--- src/rtl/cust_spike_detector.sv ---
// Purpose : consumes the per-channel filtered sample stream, flags negative threshold
//           crossings per channel (with per-channel refractory dead time held in RAM)
//           and queues {channel, timestamp, amplitude} events in a first-word-fall-through FIFO.
// Latency : a sample accepted at clock edge N pushes its event at edge N+2; o_spike_valid
//           is high in the cycle after that push when the FIFO was empty.
// Backpressure: o_chan_in_read is held low during the RAM clear sweep. With
//           CUST_SPIKE_BACKPRESSURE_EN defined it also drops when the FIFO has too few
//           free entries for the events still in flight. Without it, a hit that finds
//           the FIFO full (and no pop that cycle) is dropped and o_spike_overflow is set.
//
// Ports:
//   i_clk, i_reset_n     clock, synchronous active-low reset
//   i_chan_in_*          sample stream (offset-binary sample, channel, valid); o_chan_in_read = ready
//   i_threshold          detection magnitude (0 disables detection)
//   i_refractory         dead samples per channel after a spike
//   i_timestamp          free-running sample counter, latched when a sample is accepted
//   o_spike_*            FIFO head event, valid flag; i_spike_read pops the head
//   o_spike_overflow     sticky dropped-event flag
//   o_init_busy          refractory RAM clear sweep in progress
// Build option: CUST_SPIKE_BACKPRESSURE_EN (see backpressure note above).

module cust_spike_detector #(
    parameter int CHANNELS     = 128,
    parameter int CHANNELS_PW2 = 7,
    parameter int REFRACT_W    = 8,
    parameter int FIFO_PW2     = 4
) (
    input  logic                    i_clk,
    input  logic                    i_reset_n,
    input  logic [15:0]             i_chan_in_sample,
    input  logic [CHANNELS_PW2-1:0] i_chan_in_num,
    input  logic                    i_chan_in_valid,
    output logic                    o_chan_in_read,
    input  logic [15:0]             i_threshold,
    input  logic [REFRACT_W-1:0]    i_refractory,
    input  logic [31:0]             i_timestamp,
    output logic [CHANNELS_PW2-1:0] o_spike_num,
    output logic [31:0]             o_spike_ts,
    output logic [15:0]             o_spike_amp,
    output logic                    o_spike_valid,
    input  logic                    i_spike_read,
    output logic                    o_spike_overflow,
    output logic                    o_init_busy
);

    localparam int DEPTH = 2 ** FIFO_PW2;
    localparam int EVT_W = CHANNELS_PW2 + 32 + 16;

    localparam logic [CHANNELS_PW2-1:0] ADDR_ONE  = 1;
    localparam logic [CHANNELS_PW2-1:0] ADDR_LAST = CHANNELS_PW2'(CHANNELS - 1);
    localparam logic [REFRACT_W-1:0]    CNT_ONE   = 1;
    localparam logic [FIFO_PW2-1:0]     PTR_ONE   = 1;
    localparam logic [FIFO_PW2:0]       CNT_FULL  = (FIFO_PW2 + 1)'(DEPTH);

    // ------------------------------------------------------------------
    // State
    // ------------------------------------------------------------------
    logic                    r_init_busy;
    logic [CHANNELS_PW2-1:0] r_init_addr;

    logic [REFRACT_W-1:0]    r_cnt_ram [CHANNELS];

    // S0: accepted sample, RAM read issued from these registers
    logic                    r_s0_vld;
    logic [15:0]             r_s0_sample;
    logic [CHANNELS_PW2-1:0] r_s0_num;
    logic [31:0]             r_s0_ts;

    // S1: sample in signed form plus the channel's refractory count
    logic                    r_s1_vld;
    logic signed [15:0]      r_s1_s;
    logic [CHANNELS_PW2-1:0] r_s1_num;
    logic [31:0]             r_s1_ts;
    logic [REFRACT_W-1:0]    r_s1_cnt;

    // Event FIFO
    logic [EVT_W-1:0]        r_fifo_mem [DEPTH];
    logic [FIFO_PW2-1:0]     r_wr_ptr;
    logic [FIFO_PW2-1:0]     r_rd_ptr;
    logic                    r_full;
    logic                    r_overflow;

    // ------------------------------------------------------------------
    // S1 evaluation
    // ------------------------------------------------------------------
    logic signed [16:0]      w_s17;
    logic signed [16:0]      w_neg_thr;
    logic                    w_cross;
    logic                    w_hit;
    logic [REFRACT_W-1:0]    w_cnt_new;
    logic                    w_fwd;

    // 17-bit compare: -threshold reaches -65535 without wrapping.
    assign w_s17     = {r_s1_s[15], r_s1_s};
    assign w_neg_thr = 17'sd0 - $signed({1'b0, i_threshold});
    assign w_cross   = (i_threshold != 16'd0) && (w_s17 < w_neg_thr);
    assign w_hit     = r_s1_vld && w_cross && (r_s1_cnt == '0);

    // Counters tick per sample of their own channel, so they only change here.
    always_comb begin
        w_cnt_new = '0;
        if (w_hit) begin
            w_cnt_new = i_refractory;
        end else if (r_s1_cnt != '0) begin
            w_cnt_new = r_s1_cnt - CNT_ONE;
        end
    end

    // S1 writes back at the same edge S0's read is taken; if both touch the same
    // channel the RAM still holds the stale count, so bypass the new value.
    assign w_fwd = r_s1_vld && (r_s1_num == r_s0_num);

    // ------------------------------------------------------------------
    // FIFO control
    // ------------------------------------------------------------------
    logic                    w_empty;
    logic                    w_pop;
    logic                    w_push;
    logic                    w_drop;
    logic [FIFO_PW2:0]       w_count;
    logic                    w_accept;

    assign w_empty  = (r_wr_ptr == r_rd_ptr) && !r_full;
    assign w_pop    = !w_empty && i_spike_read;
    // A pop in the same cycle frees the slot, so a full FIFO still takes the push.
    assign w_push   = w_hit && (!r_full || w_pop);
    assign w_drop   = w_hit && r_full && !w_pop;
    assign w_count  = r_full ? CNT_FULL : {1'b0, r_wr_ptr - r_rd_ptr};
    assign w_accept = i_chan_in_valid && o_chan_in_read;

`ifdef CUST_SPIKE_BACKPRESSURE_EN
    // S0 is counted whether or not it will hit: its count is not known until S1,
    // and over-counting only costs throughput, never an event.
    logic [FIFO_PW2+1:0]     w_used;
    assign w_used = (FIFO_PW2 + 2)'(w_count)
                  + (FIFO_PW2 + 2)'(r_s0_vld)
                  + (FIFO_PW2 + 2)'(w_hit);
    assign o_chan_in_read = !r_init_busy && (w_used < (FIFO_PW2 + 2)'(DEPTH - 2));
`else
    assign o_chan_in_read = !r_init_busy;
`endif

    // ------------------------------------------------------------------
    // Refractory counter RAM: clear sweep has priority, then S1 write-back.
    // ------------------------------------------------------------------
    always_ff @(posedge i_clk) begin
        if (i_reset_n) begin
            if (r_init_busy) begin
                r_cnt_ram[r_init_addr] <= '0;
            end else if (r_s1_vld) begin
                r_cnt_ram[r_s1_num] <= w_cnt_new;
            end
        end
    end

    // ------------------------------------------------------------------
    // Event storage (no reset needed: occupancy lives in the pointers)
    // ------------------------------------------------------------------
    always_ff @(posedge i_clk) begin
        if (w_push) begin
            r_fifo_mem[r_wr_ptr] <= {r_s1_num, r_s1_ts, r_s1_s};
        end
    end

    // ------------------------------------------------------------------
    // Sweep, pipeline and FIFO pointers
    // ------------------------------------------------------------------
    always_ff @(posedge i_clk) begin
        if (!i_reset_n) begin
            r_init_busy <= 1'b1;
            r_init_addr <= '0;
            r_s0_vld    <= 1'b0;
            r_s1_vld    <= 1'b0;
            r_wr_ptr    <= '0;
            r_rd_ptr    <= '0;
            r_full      <= 1'b0;
            r_overflow  <= 1'b0;
        end else begin
            // Clear sweep, one channel per cycle
            if (r_init_busy) begin
                r_init_addr <= r_init_addr + ADDR_ONE;
                if (r_init_addr == ADDR_LAST) begin
                    r_init_busy <= 1'b0;
                end
            end

            // S0 accept
            r_s0_vld <= w_accept;
            if (w_accept) begin
                r_s0_sample <= i_chan_in_sample;
                r_s0_num    <= i_chan_in_num;
                r_s0_ts     <= i_timestamp;
            end

            // S0 -> S1: offset binary to two's complement is an MSB flip
            r_s1_vld <= r_s0_vld;
            if (r_s0_vld) begin
                r_s1_s   <= {~r_s0_sample[15], r_s0_sample[14:0]};
                r_s1_num <= r_s0_num;
                r_s1_ts  <= r_s0_ts;
                r_s1_cnt <= w_fwd ? w_cnt_new : r_cnt_ram[r_s0_num];
            end

            // FIFO pointers; full is tracked apart from the pointers since they wrap
            if (w_push) begin
                r_wr_ptr <= r_wr_ptr + PTR_ONE;
            end
            if (w_pop) begin
                r_rd_ptr <= r_rd_ptr + PTR_ONE;
            end
            if (w_push && !w_pop) begin
                r_full <= ((r_wr_ptr + PTR_ONE) == r_rd_ptr);
            end else if (w_pop && !w_push) begin
                r_full <= 1'b0;
            end

`ifndef CUST_SPIKE_BACKPRESSURE_EN
            if (w_drop) begin
                r_overflow <= 1'b1;
            end
`endif
        end
    end

`ifdef CUST_SPIKE_BACKPRESSURE_EN
    // Admission control guarantees a slot, so a drop cannot occur in this build.
    logic w_unused_drop;
    assign w_unused_drop = w_drop;
`endif

    // ------------------------------------------------------------------
    // Outputs: FWFT head
    // ------------------------------------------------------------------
    logic [EVT_W-1:0] w_head;
    assign w_head           = r_fifo_mem[r_rd_ptr];
    assign o_spike_num      = w_head[EVT_W-1 -: CHANNELS_PW2];
    assign o_spike_ts       = w_head[47:16];
    assign o_spike_amp      = w_head[15:0];
    assign o_spike_valid    = !w_empty;
    assign o_spike_overflow = r_overflow;
    assign o_init_busy      = r_init_busy;

endmodule
--- config.mk ---
export PLATFORM = sky130hd
export DESIGN_NAME = cust_spike_detector
export DESIGN_NICKNAME = d
export VERILOG_FILES = /design/src/rtl/cust_spike_detector.sv
export SDC_FILE = /design/constraint.sdc
export NUM_CORES = 2
export LEC_CHECK = 0
export CAP_MARGIN = 0
export CORE_MARGIN = 2
export CORE_UTILIZATION = 26
export DETAILED_ROUTE_END_ITERATION = 8
export PLACE_DENSITY = 0.44
export SLEW_MARGIN = 0
export SYNTH_ARGS = -nofsm -noshare
export SYNTH_HDL_FRONTEND = slang
export SYNTH_SLANG_ARGS = --single-unit
--- constraint.sdc ---
create_clock -name i_clk -period 6.86 [get_ports i_clk]
set_clock_uncertainty 0.15 [all_clocks]
set_input_delay 1.372 -clock i_clk [delete_from_list [all_inputs] [get_ports i_clk]]
set_output_delay 1.372 -clock i_clk [all_outputs]
set_load 0.02 [all_outputs]
==> summary.md <==
| Metric | Value |
|---|---|
| DR vias | `37,461` |
| Clk_lat worst skew | `0.87 ns` |
| VDD IR max | `between 0.15 and 0.2 mV` |
| Max Cap Violations | `0` |
| Endpoint class of the critical path | `flip-flop` |
| Post-CTS Hold Fix Bufs | `0` |
| Worst-case reg-to-reg path depth | `7` |
| I/O Buffers | `141` |
| Area of the core | `302,000 um2` |
| DRT Wirelength | `214,000 um` |
| Std cell rows | `202` |
| Area delta synth->final | `19.3%` |
| Number of I/O pins | `142` |
| Min cycle time layout | `around 5.6 ns` |
| Synth warn | `0` |
| Worst slew pin tran | `about 1.2 ns` |
| Pwr Total | `25.2 mW` |
| CTS root buffer | `clkbuf_16` |
| Post-synth ARST share | `0` |
| Worst Hold Path Cells | `0` |
| Top cells by area, synth | `edfxtp_1 77%, mux4_2 15%, nor2_1 0.80%, dfxtp_1 0.79%, a22oi_1 0.51%` |
| RSZ-0062 raised after global routing | `false` |
| Leak Pwr | `28.8 nW` |
| Largest net degree at the start of global routing | `78` |
| Worst Path Required | `7.26 ns` |
| Final core occ | `0.311` |
| Seq pwr share | `0.540` |
| Antenna-violating nets left | `0` |
| Clock power frac | `0.455` |
| Post-CTS Setup Bufs | `0` |
| Synth top area share | `0.770` |
| Most used DFF post-synth | `edfxtp_1` |
| Worst hold path type | `flip-flop to flip-flop` |
| FF+latch count, synth | `slightly above 2,000` |
| Post-synth top cells | `2,022 x edfxtp_1, 526 x mux4_2, 167 x nor2_1, 79 x nand2_1, 75 x clkbuf_1` |
| Setup TNS Final | `0 ns` |
| CTS sink cnt | `2,053` |
| DP Cell Count | `7,710` |
| Die ar. | `308,000 um2` |
| Total iterations of the first detailed-routing run | `7` |
| Synth cell types | `65` |
| Synth Net Count | `3,603` |
| Net Sw Frac | `0.198` |
| Share of cells above drive strength 1 | `0.278` |
| Gp weighted congestion | `0.779` |
| Initial core utilization | `0.261` |
| Post-synthesis sequential area ratio | `0.778` |
| WHS | `0.243 ns` |
| Hold path start | `r_s0_sample[12]` |
| Crit path launch type | `primary input` |
| Post_cts resized | `0` |
| Vias per cell | `4.62` |
| Count of final setup violators | `0` |
| Number of synthesized flops with an enable pin | `between 2,000 and 2,500` |
| Cell Pwr Density | `roughly 270 nW/um2` |
| Pint | `around 20 mW` |
| Fin nets | `a little over 4,000` |
| Slew HR | `0.206` |
| Final period util | `0.812` |
| Avg Cell Area, Syn | `22.6 um2` |
| Fmax achieved | `180 MHz` |
| Non-Filler Instances | `8,107` |
| Vias in the first global route | `38,880` |
| First-pass GRT wire length | `302,000 um` |
| Num CTS Buffers | `221` |
| Synthesized cell area | `78,800 um2` |
| Clock slew at the register clock pins of the worst setup and hold paths | `around 0.06 ns` |
| DP Wirelength | `137,000 um` |
| Final slew viol count | `0` |
| Number of remaining DRC errors | `0` |
| Clk buf depth | `4` |
| GRT Overall Usage | `0.136` |
| Worst Path Max Fanout | `9` |
| H-tree levels | `4` |
| Setup crit start | `i_threshold[2]` |
| Yosys top cell by area | `edfxtp_1` |
| Die height | `555 um` |
| DR iter-0 viols | `between 3,000 and 4,000` |
| Sw Pwr | `4.99 mW` |
| Worst Setup Path Type | `primary input to flip-flop` |
| CP arrival | `5.97 ns` |
| Number of hold violations in the final report | `0` |
| Die width | `555 um` |
| Initial antenna violation count | `12` |
| GRT overflow | `0` |
| Top-count cell post-synth | `edfxtp_1` |
| Comb pwr share | `0.006` |
| Flop2flop setup slack | `2.52 ns` |
| TritonCTS clock tree | `done` |
| Gate count after technology mapping | `3,495` |
| Drt wl/cell | `26.4 um` |
| Status | `complete, no violations` |
## per-layer routing
layer / global-route usage / vias to the layer above / part of all wire
li1: - / 15763 / -
met1: 0.184 / 20330 / 0.43
met2: 0.225 / 1072 / 0.48
met3: 0.0250 / 294 / 0.054
met4: 0.0367 / 2 / 0.028
met5: 0 / - / 0.000042
## area by class of cell
type | instances | area [um2]
multi-input combinational | 1257 | 16700
tap | 3978 | 4980
timing repair buffer | 409 | 4120
clock inverter | 130 | 1080
antenna | 3 | 7.51
clock buffer | 264 | 5730
fill | 28939 | 208000
inverter | 13 | 48.8
sequential | 2053 | 61400
## path summary, 6_finish.rpt
kind,endpoint
max,r_fifo_mem[15][5]
min,r_s1_s[12]
max reg2reg,r_s1_cnt[6]
min reg2reg,r_s1_s[12]
## critical path, cell delays in order
cell and delay (ns):
clkdlybuf4s50_1 0.48, nor2_1 0.16, nand4b_1 0.18, or4_1 0.51, or2_2 0.34, nor4_1 0.23, xor2_1 0.13, ha_1 0.34
nand4_1 0.12, nor3_1 0.30, o311ai_0 0.40, a31o_2 0.38, a21boi_2 0.36, and2_4 0.41, buf_4 0.24
## per-stage QoR
step | instance area, um2 | setup slack, ns
after global routing | 94000 | 0.900
after detailed placement | 87200 | 0.332
after global placement | 87200 | 0.358
final | 94000 | 1.29
after floorplan | 78800 | 0.317
after CTS | 94000 | 1.06
## registers in the layout, summed over array words and instances (netlist names), 8 cells and up, named ones only
register,count
r_s0_sample,16
r_s1_cnt,8
r_s1_ts,32
r_cnt_ram,1024
r_fifo_mem,880
r_s0_ts,32
r_s1_s,16
## cell families (layout without fill, tap and decap cells)
family | after synthesis | count (layout) | synth area share
other | 0 | 3 | 0
AND/OR/NAND/NOR | 405 | 405 | 0.0243
multiplexers | 568 | 568 | 0.157
AO/OA/AOI/OAI | 222 | 222 | 0.0208
buffers and inverters | 185 | 816 | 0.0119
flip-flops | 2053 | 2053 | 0.778
adder cells (fa/ha/maj) | 25 | 25 | 0.00397
XOR/XNOR | 37 | 37 | 0.00411
## power by group through the flow
stage	Sequential (mW)	Clock (mW)	Combinational, mW
after floorplan	13.8	0	0.0424
after global placement	13.8	0	0.144
after detailed placement	13.8	0	0.143
after CTS	13.6	11.8	0.144
after global routing	13.6	12.3	0.149
final	13.6	11.4	0.140
## placed cells by master, fill, tap and decap left out, types with 14 or more instances in the layout
cell type and n:
mux4_2 526, buf_12 56, a21oi_1 23, dfxtp_1 23, nand2_1 79, nor2_1 166, nand4_1 20, a22oi_1 54
clkbuf_16 223, ha_1 25, nand2b_1 16, bufinv_16 16, clkinv_2 33, mux2i_1 26, o21ai_0 31, a22o_1 25
xnor2_1 22, clkbuf_1 41, and2_1 14, nand3_1 15, edfxtp_1 2022, xor2_1 15, clkdlybuf4s50_1 141, a221oi_1 23
clkinv_1 60, buf_4 212
Note: power is estimated with default switching activity, not from simulation.
